File: config.mk
export PLATFORM = sky130hd
export DESIGN_NAME = dvfs_governor
export DESIGN_NICKNAME = d
export VERILOG_FILES = /design/src/rtl/dvfs_pkg.sv /design/src/rtl/dvfs_handshake.sv /design/src/rtl/dvfs_governor.sv
export SDC_FILE = /design/constraint.sdc
export NUM_CORES = 1
export LEC_CHECK = 0
export ABC_AREA = 1
export CAP_MARGIN = 40
export CORE_MARGIN = 5
export CORE_UTILIZATION = 60
export CTS_CLUSTER_SIZE = 10
export DETAILED_ROUTE_END_ITERATION = 12
export GPL_TIMING_DRIVEN = 0
export PLACE_DENSITY = 0.94
export SYNTH_ARGS = -nofsm -noshare
export SYNTH_HDL_FRONTEND = slang
export SYNTH_SLANG_ARGS = --single-unit
File: constraint.sdc
create_clock -name clk -period 4.2 [get_ports clk]
set_input_delay 1.26 -clock clk [delete_from_list [all_inputs] [get_ports clk]]
set_output_delay 1.26 -clock clk [all_outputs]
set_load 0.02 [all_outputs]
File: src/rtl/dvfs_pkg.sv
// Shared types and constants for the DVFS governor and its handshake channels.
package dvfs_pkg;

  localparam int OPP_NUM  = 4;
  localparam int OPP_BITS = 2;
  localparam logic [7:0] UTIL_MAX = 8'd100;

  typedef logic [OPP_BITS-1:0] opp_t;

  typedef enum logic [2:0] {
    IDLE  = 3'd0,
    V_REQ = 3'd1,
    V_REL = 3'd2,
    C_REQ = 3'd3,
    C_REL = 3'd4
  } dvfs_state_e;

  function automatic logic [7:0] clamp_util(input logic [7:0] u);
    if (u > UTIL_MAX) begin
      return UTIL_MAX;
    end else begin
      return u;
    end
  endfunction

endpackage

File: src/rtl/dvfs_handshake.sv
// One 4-phase req/ack channel: registered req/level outputs plus a per-phase
// timeout counter. The governor FSM decides phase transitions.
module dvfs_handshake #(
  parameter int LVL_W   = 2,
  parameter int TIMEOUT = 1023
) (
  input  logic             clk,
  input  logic             rst_n,
  input  logic             req_nxt,
  input  logic             active,
  input  logic             phase_chg,
  input  logic [LVL_W-1:0] level_nxt,
  output logic             req,
  output logic [LVL_W-1:0] level,
  output logic             timeout
);

  localparam int CNT_W = $clog2(TIMEOUT + 1);
  localparam logic [CNT_W-1:0] TO_LAST = CNT_W'(TIMEOUT - 1);

  logic             req_q, req_d;
  logic [LVL_W-1:0] level_q, level_d;
  logic [CNT_W-1:0] cnt_q, cnt_d;

  // Next request, latched level and phase-age counter.
  always_comb begin
    req_d   = req_nxt;
    level_d = level_q;
    cnt_d   = cnt_q;
    if (req_nxt) begin
      level_d = level_nxt;
    end else begin
      level_d = level_q;
    end
    if (!active || phase_chg) begin
      cnt_d = '0;
    end else begin
      cnt_d = cnt_q + CNT_W'(1);
    end
  end

  // Channel registers.
  always_ff @(posedge clk or negedge rst_n) begin
    if (!rst_n) begin
      req_q   <= 1'b0;
      level_q <= '0;
      cnt_q   <= '0;
    end else begin
      req_q   <= req_d;
      level_q <= level_d;
      cnt_q   <= cnt_d;
    end
  end

  assign req     = req_q;
  assign level   = level_q;
  assign timeout = active && (cnt_q == TO_LAST);

endmodule

File: src/rtl/dvfs_governor.sv
// Closed-loop DVFS governor: votes on utilization samples and sequences the
// voltage and clock channels (voltage first going up, clock first going down).
module dvfs_governor
  import dvfs_pkg::*;
#(
  parameter int NUM_OPP     = OPP_NUM,
  parameter int OPP_W       = OPP_BITS,
  parameter int UP_THRESH   = 80,
  parameter int DOWN_THRESH = 30,
  parameter int UP_CONSEC   = 2,
  parameter int DOWN_CONSEC = 4,
  parameter int TIMEOUT     = 1023
) (
  input  logic             clk,
  input  logic             rst_n,
  input  logic             util_valid,
  input  logic [7:0]       util_percent,
  input  logic             force_en,
  input  logic [OPP_W-1:0] force_opp,
  output logic             vreg_req,
  output logic [OPP_W-1:0] vreg_level,
  input  logic             vreg_ack,
  output logic             clk_req,
  output logic [OPP_W-1:0] clk_level,
  input  logic             clk_ack,
  output logic [OPP_W-1:0] cur_opp,
  output logic             busy,
  output logic             err,
  input  logic             err_clr
);

  localparam int VW = $clog2(((UP_CONSEC > DOWN_CONSEC) ? UP_CONSEC : DOWN_CONSEC) + 1);
  localparam logic [VW-1:0]    UP_N    = VW'(UP_CONSEC);
  localparam logic [VW-1:0]    DN_N    = VW'(DOWN_CONSEC);
  localparam logic [OPP_W-1:0] MAX_OPP = OPP_W'(NUM_OPP - 1);
  localparam logic [7:0]       UP_T    = 8'(UP_THRESH);
  localparam logic [7:0]       DN_T    = 8'(DOWN_THRESH);

  dvfs_state_e      state_q, state_d;
  logic [OPP_W-1:0] cur_q, cur_d, tgt_q, tgt_d, force_tgt;
  logic [VW-1:0]    up_q, up_d, dn_q, dn_d;
  logic             err_q, err_d, busy_q;
  logic [7:0]       util_c;
  logic             v_to, c_to, up_dir;

  // Voting, force override and transition sequencing.
  always_comb begin
    state_d   = state_q;
    cur_d     = cur_q;
    tgt_d     = tgt_q;
    up_d      = up_q;
    dn_d      = dn_q;
    util_c    = clamp_util(util_percent);
    up_dir    = (tgt_q > cur_q);
    if (force_opp > MAX_OPP) begin
      force_tgt = MAX_OPP;
    end else begin
      force_tgt = force_opp;
    end

    case (state_q)
      IDLE: begin
        if (err_q || force_en) begin
          up_d = '0;
          dn_d = '0;
          if (!err_q && (force_tgt != cur_q)) begin
            tgt_d   = force_tgt;
            state_d = (force_tgt > cur_q) ? V_REQ : C_REQ;
          end else begin
            state_d = IDLE;
          end
        end else if (up_q == UP_N) begin
          up_d = '0;
          dn_d = '0;
          if (cur_q < MAX_OPP) begin
            tgt_d   = cur_q + OPP_W'(1);
            state_d = V_REQ;
          end else begin
            state_d = IDLE;
          end
        end else if (dn_q == DN_N) begin
          up_d = '0;
          dn_d = '0;
          if (cur_q > '0) begin
            tgt_d   = cur_q - OPP_W'(1);
            state_d = C_REQ;
          end else begin
            state_d = IDLE;
          end
        end else if (util_valid) begin
          if (util_c >= UP_T) begin
            up_d = (up_q == UP_N) ? up_q : up_q + VW'(1);
            dn_d = '0;
          end else if (util_c <= DN_T) begin
            dn_d = (dn_q == DN_N) ? dn_q : dn_q + VW'(1);
            up_d = '0;
          end else begin
            up_d = '0;
            dn_d = '0;
          end
        end else begin
          state_d = IDLE;
        end
      end
      V_REQ: begin
        if (v_to) begin
          state_d = IDLE;
        end else if (vreg_ack) begin
          state_d = V_REL;
        end else begin
          state_d = V_REQ;
        end
      end
      V_REL: begin
        if (v_to) begin
          state_d = IDLE;
        end else if (!vreg_ack) begin
          if (up_dir) begin
            state_d = C_REQ;
          end else begin
            state_d = IDLE;
            cur_d   = tgt_q;
          end
        end else begin
          state_d = V_REL;
        end
      end
      C_REQ: begin
        if (c_to) begin
          state_d = IDLE;
        end else if (clk_ack) begin
          state_d = C_REL;
        end else begin
          state_d = C_REQ;
        end
      end
      C_REL: begin
        if (c_to) begin
          state_d = IDLE;
        end else if (!clk_ack) begin
          if (up_dir) begin
            state_d = IDLE;
            cur_d   = tgt_q;
          end else begin
            state_d = V_REQ;
          end
        end else begin
          state_d = C_REL;
        end
      end
      default: begin
        state_d = IDLE;
      end
    endcase

    // A timeout wins over a same-cycle clear so the fault is never lost.
    if (v_to || c_to) begin
      err_d = 1'b1;
    end else if (err_clr) begin
      err_d = 1'b0;
    end else begin
      err_d = err_q;
    end
  end

  // Governor state registers.
  always_ff @(posedge clk or negedge rst_n) begin
    if (!rst_n) begin
      state_q <= IDLE;
      cur_q   <= '0;
      tgt_q   <= '0;
      up_q    <= '0;
      dn_q    <= '0;
      err_q   <= 1'b0;
      busy_q  <= 1'b0;
    end else begin
      state_q <= state_d;
      cur_q   <= cur_d;
      tgt_q   <= tgt_d;
      up_q    <= up_d;
      dn_q    <= dn_d;
      err_q   <= err_d;
      busy_q  <= (state_d != IDLE);
    end
  end

  dvfs_handshake #(.LVL_W(OPP_W), .TIMEOUT(TIMEOUT)) u_vreg (
    .clk       (clk),
    .rst_n     (rst_n),
    .req_nxt   (state_d == V_REQ),
    .active    ((state_q == V_REQ) || (state_q == V_REL)),
    .phase_chg (state_d != state_q),
    .level_nxt (tgt_d),
    .req       (vreg_req),
    .level     (vreg_level),
    .timeout   (v_to)
  );

  dvfs_handshake #(.LVL_W(OPP_W), .TIMEOUT(TIMEOUT)) u_clk (
    .clk       (clk),
    .rst_n     (rst_n),
    .req_nxt   (state_d == C_REQ),
    .active    ((state_q == C_REQ) || (state_q == C_REL)),
    .phase_chg (state_d != state_q),
    .level_nxt (tgt_d),
    .req       (clk_req),
    .level     (clk_level),
    .timeout   (c_to)
  );

  assign cur_opp = cur_q;
  assign busy    = busy_q;
  assign err     = err_q;

endmodule
# ---- Word-level counts from Yosys, hierarchy flattened
# Cells that the tools add are included.
dict set report classes {
  div 0
  add_sub_neg 6
  n_bitwise 0
  multipliers 0
  eq_ne 18
  n_reduce_logical 19
  shift 0
  muxes 50
  n_lt_le_gt_ge 8
}
# cell count
set op_table {}
lappend op_table {{3-bit two-way mux} 21}
lappend op_table {{2-bit two-way mux} 20}
lappend op_table {{10-bit by 1-bit adder with 10-bit output, second input constant} 2}
lappend op_table {{10-bit equality test, second input constant} 2}
lappend op_table {{10-bit two-way mux} 2}
lappend op_table {{3-bit one-hot mux with 5 select lines} 1}
lappend op_table {{3-bit by 2-bit equality test with 1-bit output, second input constant} 4}
lappend op_table {{2-bit inequality test, second input constant} 6}
lappend op_table {{8-bit by 7-bit greater-or-equal comparator with 1-bit output, second input constant} 1}
lappend op_table {{8-bit by 7-bit greater-than comparator with 1-bit output, second input constant} 1}
lappend op_table {{8-bit by 5-bit less-or-equal comparator with 1-bit output, second input constant} 1}
lappend op_table {{8-bit two-way mux} 1}
lappend op_table {{7-bit AND reduction} 1}
lappend op_table {{3-bit by 1-bit adder with 3-bit output, second input constant} 2}
lappend op_table {{3-bit by 1-bit equality test with 1-bit output, second input constant} 2}
lappend op_table {{3-bit equality test, second input constant} 2}
lappend op_table {{1-bit logical OR} 6}
lappend op_table {{2-bit greater-than comparator} 2}
lappend op_table {{1-bit two-way mux} 4}
lappend op_table {{2-bit one-hot mux with 2 select lines} 1}
lappend op_table {{2-bit nonzero test} 2}
lappend op_table {{4-bit nonzero test} 1}
lappend op_table {{1-bit logical AND} 3}
lappend op_table {{1-bit logical NOT} 3}
lappend op_table {{other kinds (10)} 10}
dict set report totals {
  input_bits 17
  wordCells 114
  regBits 41
  romBits 0
  out_inout_bits 10
  latch_bits 0
  n_memories 0
  ram_bits 0
}

# ---- Logic depth before layout (Yosys ltp)
dict set report depth {
  depth_word 10
  depth_mapped 14
  mapped_depth_nobuf 14
}

# ---- Hierarchy
# A second synthesis with hierarchy kept.
dict set report unflattened {
  hier_cells 333
  area_unflattened_um2 2551.2
}
# module seq_area_each_um2 area_per_inst_um2 cells_each n_inst
set modules_own_cells {}
lappend modules_own_cells {dvfs_governor 375.4 1357.6 205 1}
lappend modules_own_cells {dvfs_handshake 325.3 596.8 64 2}

# ---- Worst setup path after synthesis
# Ideal clock, no wire load.
dict set report synth_timing {
  path_type {input -> register}
  from {in force_opp[0]}
  to {reg u_clk.cnt_q[0]}
  n_path_buf 0
  t_arrival_ns 2.467
  setup_time_ns 0.075
  setup_slack_ns 1.659
  cell_stages 11
  required_time_ns 4.125
  cell_sequence {inv_1 > ha_1 > nand2_1 > nand4_1 > nand2_1 > nand3_1 > nand3_4 > nand2_1 > nand2_2 > nand4_4 > nor2_1}
}
dict set report synth_between {
  elab_chain_cells 10
  elab_cells_between_ends 12
  cone_classes {order compare: 2; eq/ne: 2; mux: 6; reduce/logical: 2}
}
# item line_no
set synth_rtl {}
lappend synth_rtl {{from (decl)} dvfs_governor.sv:19} ;# input logic [OPP_W-1:0] force_opp,
lappend synth_rtl {{2-bit greater-than comparator} dvfs_governor.sv:55} ;# if (force_opp > MAX_OPP) begin
lappend synth_rtl {{2-bit two-way mux *} dvfs_governor.sv:55}
lappend synth_rtl {{2-bit greater-than comparator / 2-bit inequality test (equally long branches)} {dvfs_governor.sv:68, dvfs_governor.sv:66}}
lappend synth_rtl {{2-bit two-way mux / 1-bit logical AND (equally long branches)} {dvfs_governor.sv:68, dvfs_governor.sv:66}}
lappend synth_rtl {{2-bit two-way mux *} dvfs_governor.sv:66} ;# if (!err_q && (force_tgt != cur_q)) begin
lappend synth_rtl {{3-bit two-way mux *} dvfs_governor.sv:63} ;# if (err_q || force_en) begin
lappend synth_rtl {{3-bit one-hot mux with 5 select lines *} dvfs_governor.sv:61} ;# case (state_q)
lappend synth_rtl {{via state_d[1]} dvfs_governor.sv:39} ;# dvfs_state_e state_q, state_d;
lappend synth_rtl {{3-bit inequality test *} dvfs_governor.sv:204} ;# .phase_chg (state_d != state_q),
lappend synth_rtl {{1-bit logical OR *} dvfs_handshake.sv:35} ;# if (!active || phase_chg) begin
lappend synth_rtl {{10-bit two-way mux *} dvfs_handshake.sv:35}
lappend synth_rtl {{via u_clk.cnt_d[0]} dvfs_handshake.sv:23} ;# logic [CNT_W-1:0] cnt_q, cnt_d;
lappend synth_rtl {{to (signal assigned)} dvfs_handshake.sv:51} ;# cnt_q <= cnt_d;
lappend synth_rtl {{to (decl)} dvfs_handshake.sv:23}
# The timed path passes the listed nets; every way through them passes the cells marked *.
# A chain may end at the register's enable or synchronous reset.

# ---- Worst setup path in the final report
dict set report layout_timing {
  from {in force_opp[0]}
  to {reg u_clk.cnt_q[2]}
}
# The elaborated chain is that of the path after synthesis.

==> impl_results.md <==
* Worst Hold Slack at about 480 ps
* Detail-routed via count per cell at 5.488
* Worst slew pin tran at 580.5 ps
* Setup violation total in the final timing report at 0
* Slew margin rel. at 0.6089
* Most frequently used cell type in the post-synthesis netlist: nand2_1
* Unrepaired setup endpoints after global routing: no
* Total power per unit cell area at between 500 and 600 mW/mm²
* Initial antenna violation count at 0
* Detailed Route Iter0 Violations at 182
* Clock sink count at 41
* Critical Path, Cell by Cell: clkdlybuf4s50_1, inv_1, ha_1, nand2_1, nand4_1, nand2_1, nand3_1, nand3_4, nand2_1, nand2_2, nand4_4, nor2_1
* Number of cells traversed by the worst hold path at 1
* Layout fillers at 275
* CTS max path bufs at 2
* Inst Count DP at 367
* Width of the die at 73.13 µm
* CP required at 4410 ps
* Number of post-CTS setup repair buffers at 0
* GRT Overall Usage at 0.2074
* Warning count from the yosys run at 0
* Final cell utilization of the core at 0.7217
* Final clock period utilization by the worst path at 0.7276
* Max-capacitance violation count at 0
* Register bit count reported by yosys at between 40 and 50
* First-pass iteration count of the detailed router at 5
* Placed cell areas at around 0.0027 mm²
* Number of gates resized after cts at 0
* Number of instances in the synthesized netlist at 290
* Routed WL per cell at approximately 13 µm
* Final setup margin at 1144 ps
* Number of different library cells in the post-synthesis netlist at 27
* Syn Area/Cell at 8.245 µm²
* Final non-filler cell total at between 300 and 400
* Via count of the first global-routing pass at 1,971
* Final hold vios at 0
* Detailed-route via count at roughly 2,000
* Total wirelength of the detailed-routed design at approximately 5 mm
* Number of enable-type register cells in the synthesized netlist at 0
* Kind of launch point of the worst setup path: input pin
* DR DRC count at 0
* Most numerous cell on the critical path: nand2_1
* CTS Buf Count at 5
* Max-slew violations at 0
* Post-Route Skew at 8.357 ps
* Cell with the largest stage delay on the worst path: clkdlybuf4s50_1
* Site row count at 23
* Hold crit path type: flop to flop
* Setup total negative slack at 0 ps
* I/O Pins at 27
* Dominant register cell in the synthesized netlist: dfrtp_1
* Register-to-Register Path Depth at 11
* Nets at 355
* Longest individual stage delay on the worst path at 480 ps
* Total chip power at 1.615 mW
* Core Box Area at around 0.004 mm²
* Final min period at 3056 ps
* Share of post-route cells with drive strength above 1 at 0.09231
* Synthesized net count at 321
* Port Buffers at 26
* Effective utilization at floorplan at 0.6065
* Maximum frequency from static timing analysis at 0.3272 GHz
* Run status: finished clean
* Dpl ws at 934.4 ps
* Peak VDD IR at around 400 µV
* Top cells by instance count after synthesis: nand2_1, inv_1, dfrtp_1
* Final non-filler cell area at about 0.0028 mm²
* CP arrival at 3270 ps
* Sequential element share of the synthesized area at 0.4291
* Worst-Skew Late Latency at between 200 and 300 ps
* Die span in y at roughly 73 µm
* CTS HTree Levels at 2
* CTS clk-pin slew, worst paths at 80 ps
* Class of the most critical setup path: input pin to flop
* Pin count of the biggest net entering global routing at 31
* Area fraction of the dominant cell type after synthesis at 0.4291
* Synth top area cells: dfrtp_1, nand2_1, ha_1
* Cell area after technology mapping at 0.002391 mm²
* Leakage power summed over all cells at 1.340 nW
* Kind of cell adding the most delay to the critical path: simple AND/OR/NAND/NOR gates
* Buffers & Inverters on Critical Path at 2
* Floorplan die area at ~0.0053 mm²
* Nature of the critical path endpoint: flop
* Maximum fanout along the worst path at 10
* Layout Area Growth over Synthesis at 19.00%
* Root buffer cell: clkbuf_8
* Proportion of register bits with asynchronous set or reset after synthesis at 1.000
* Total overflow reported by the global router at 0
* Wire length of the first global-routing pass at 8.645 mm
* Hold-fix buffer count after cts at 0
* Diode count at 0
* Top cell type by total area after synthesis: dfrtp_1
* Cell count along the critical path at 12
* Count of antenna-violating nets left after detailed routing at 0
* Clock tree from TritonCTS: done
* Detailed Place HPWL at approximately 3.5 mm
* Routability Congestion at 0.8286
==> routing by layer <==
| metal | GRT usage | routed length (µm) | vias up |
|---|---|---|---|
| met5 | 0 | 0 | - |
| met4 | 0.06352 | 72 | 0 |
| met3 | 0.04270 | 224 | 12 |
| met2 | 0.3505 | 2512 | 72 |
| met1 | 0.2660 | 2143 | 974 |
| li1 | - | - | 1000 |
==> where the power goes <==
group / switching [mW] / internal [mW]
sequential: 0.0682 / 0.469
combinational: 0.482 / 0.270
clock: 0.132 / 0.194
==> cells in the final DEF (no fill, tap or decap), drive strengths merged, types with 2 or more instances in the layout <==
cell | synthesis | layout
o31ai | 2 | 2
nor3 | 3 | 3
o21ai | 13 | 13
nand3 | 28 | 28
xor2 | 9 | 9
nand4 | 8 | 8
clkdlybuf4s50 | 0 | 25
nor2 | 40 | 40
ha | 14 | 14
nand3b | 2 | 2
dfrtp | 41 | 41
buf | 0 | 2
o22ai | 4 | 4
inv | 45 | 45
xnor2 | 7 | 7
nand2 | 68 | 68
clkbuf | 0 | 7
==> kinds of logic after synthesis <==
kind of cell / Yosys count / synth area share
simple gates: 150 / 0.3061
buf+inv: 45 / 0.07064
flops: 41 / 0.4291
xor+xnor: 16 / 0.05861
compound gates: 24 / 0.06227
fa+ha+maj: 14 / 0.07326
==> cell type report <==
class                      instances  area (µm²)  area share
multi-input combinational        204        1196      0.4204
sequential                        41        1026      0.3606
timing repair buffer              27       275.3     0.09675
inverter                          45       168.9     0.05937
clock buffer                       7       86.33     0.03034
tap                               50       62.56     0.02199
clock inverter                     1       30.03     0.01055
==> path summary, 6_finish.rpt <==
path | start | end | slack (ps)
worst max register to register | cur_opp[1] | u_clk.cnt_q[2] | 2150
min in group asynchronous | rst_n | u_vreg.cnt_q[5] | 850
worst max-delay path | force_opp[0] | u_clk.cnt_q[2] | 1140
worst min-delay path | u_vreg.cnt_q[0] | u_vreg.cnt_q[0] | 480
worst min register to register | u_vreg.cnt_q[0] | u_vreg.cnt_q[0] | 480
max in group asynchronous | rst_n | state_q[0] | 2900
==> worst reg2reg max path: cells and delay by family, from the launching register on <==
| kind | cells | cell delay [ps] |
|---|---|---|
| adders and majority gates | 1 | 260 |
| buffers and inverters | 1 | 120 |
| DFF | 1 | 410 |
| and+or+nand+nor | 9 | 1190 |
==> registers in the layout, summed over array words and instances, names as in the netlist, 3 cells and up <==
signal	flops
dn_q	3
state_q	3
u_clk.cnt_q	10
u_vreg.cnt_q	10
up_q	3
No activity file was read; power rests on OpenSTA's default activity.
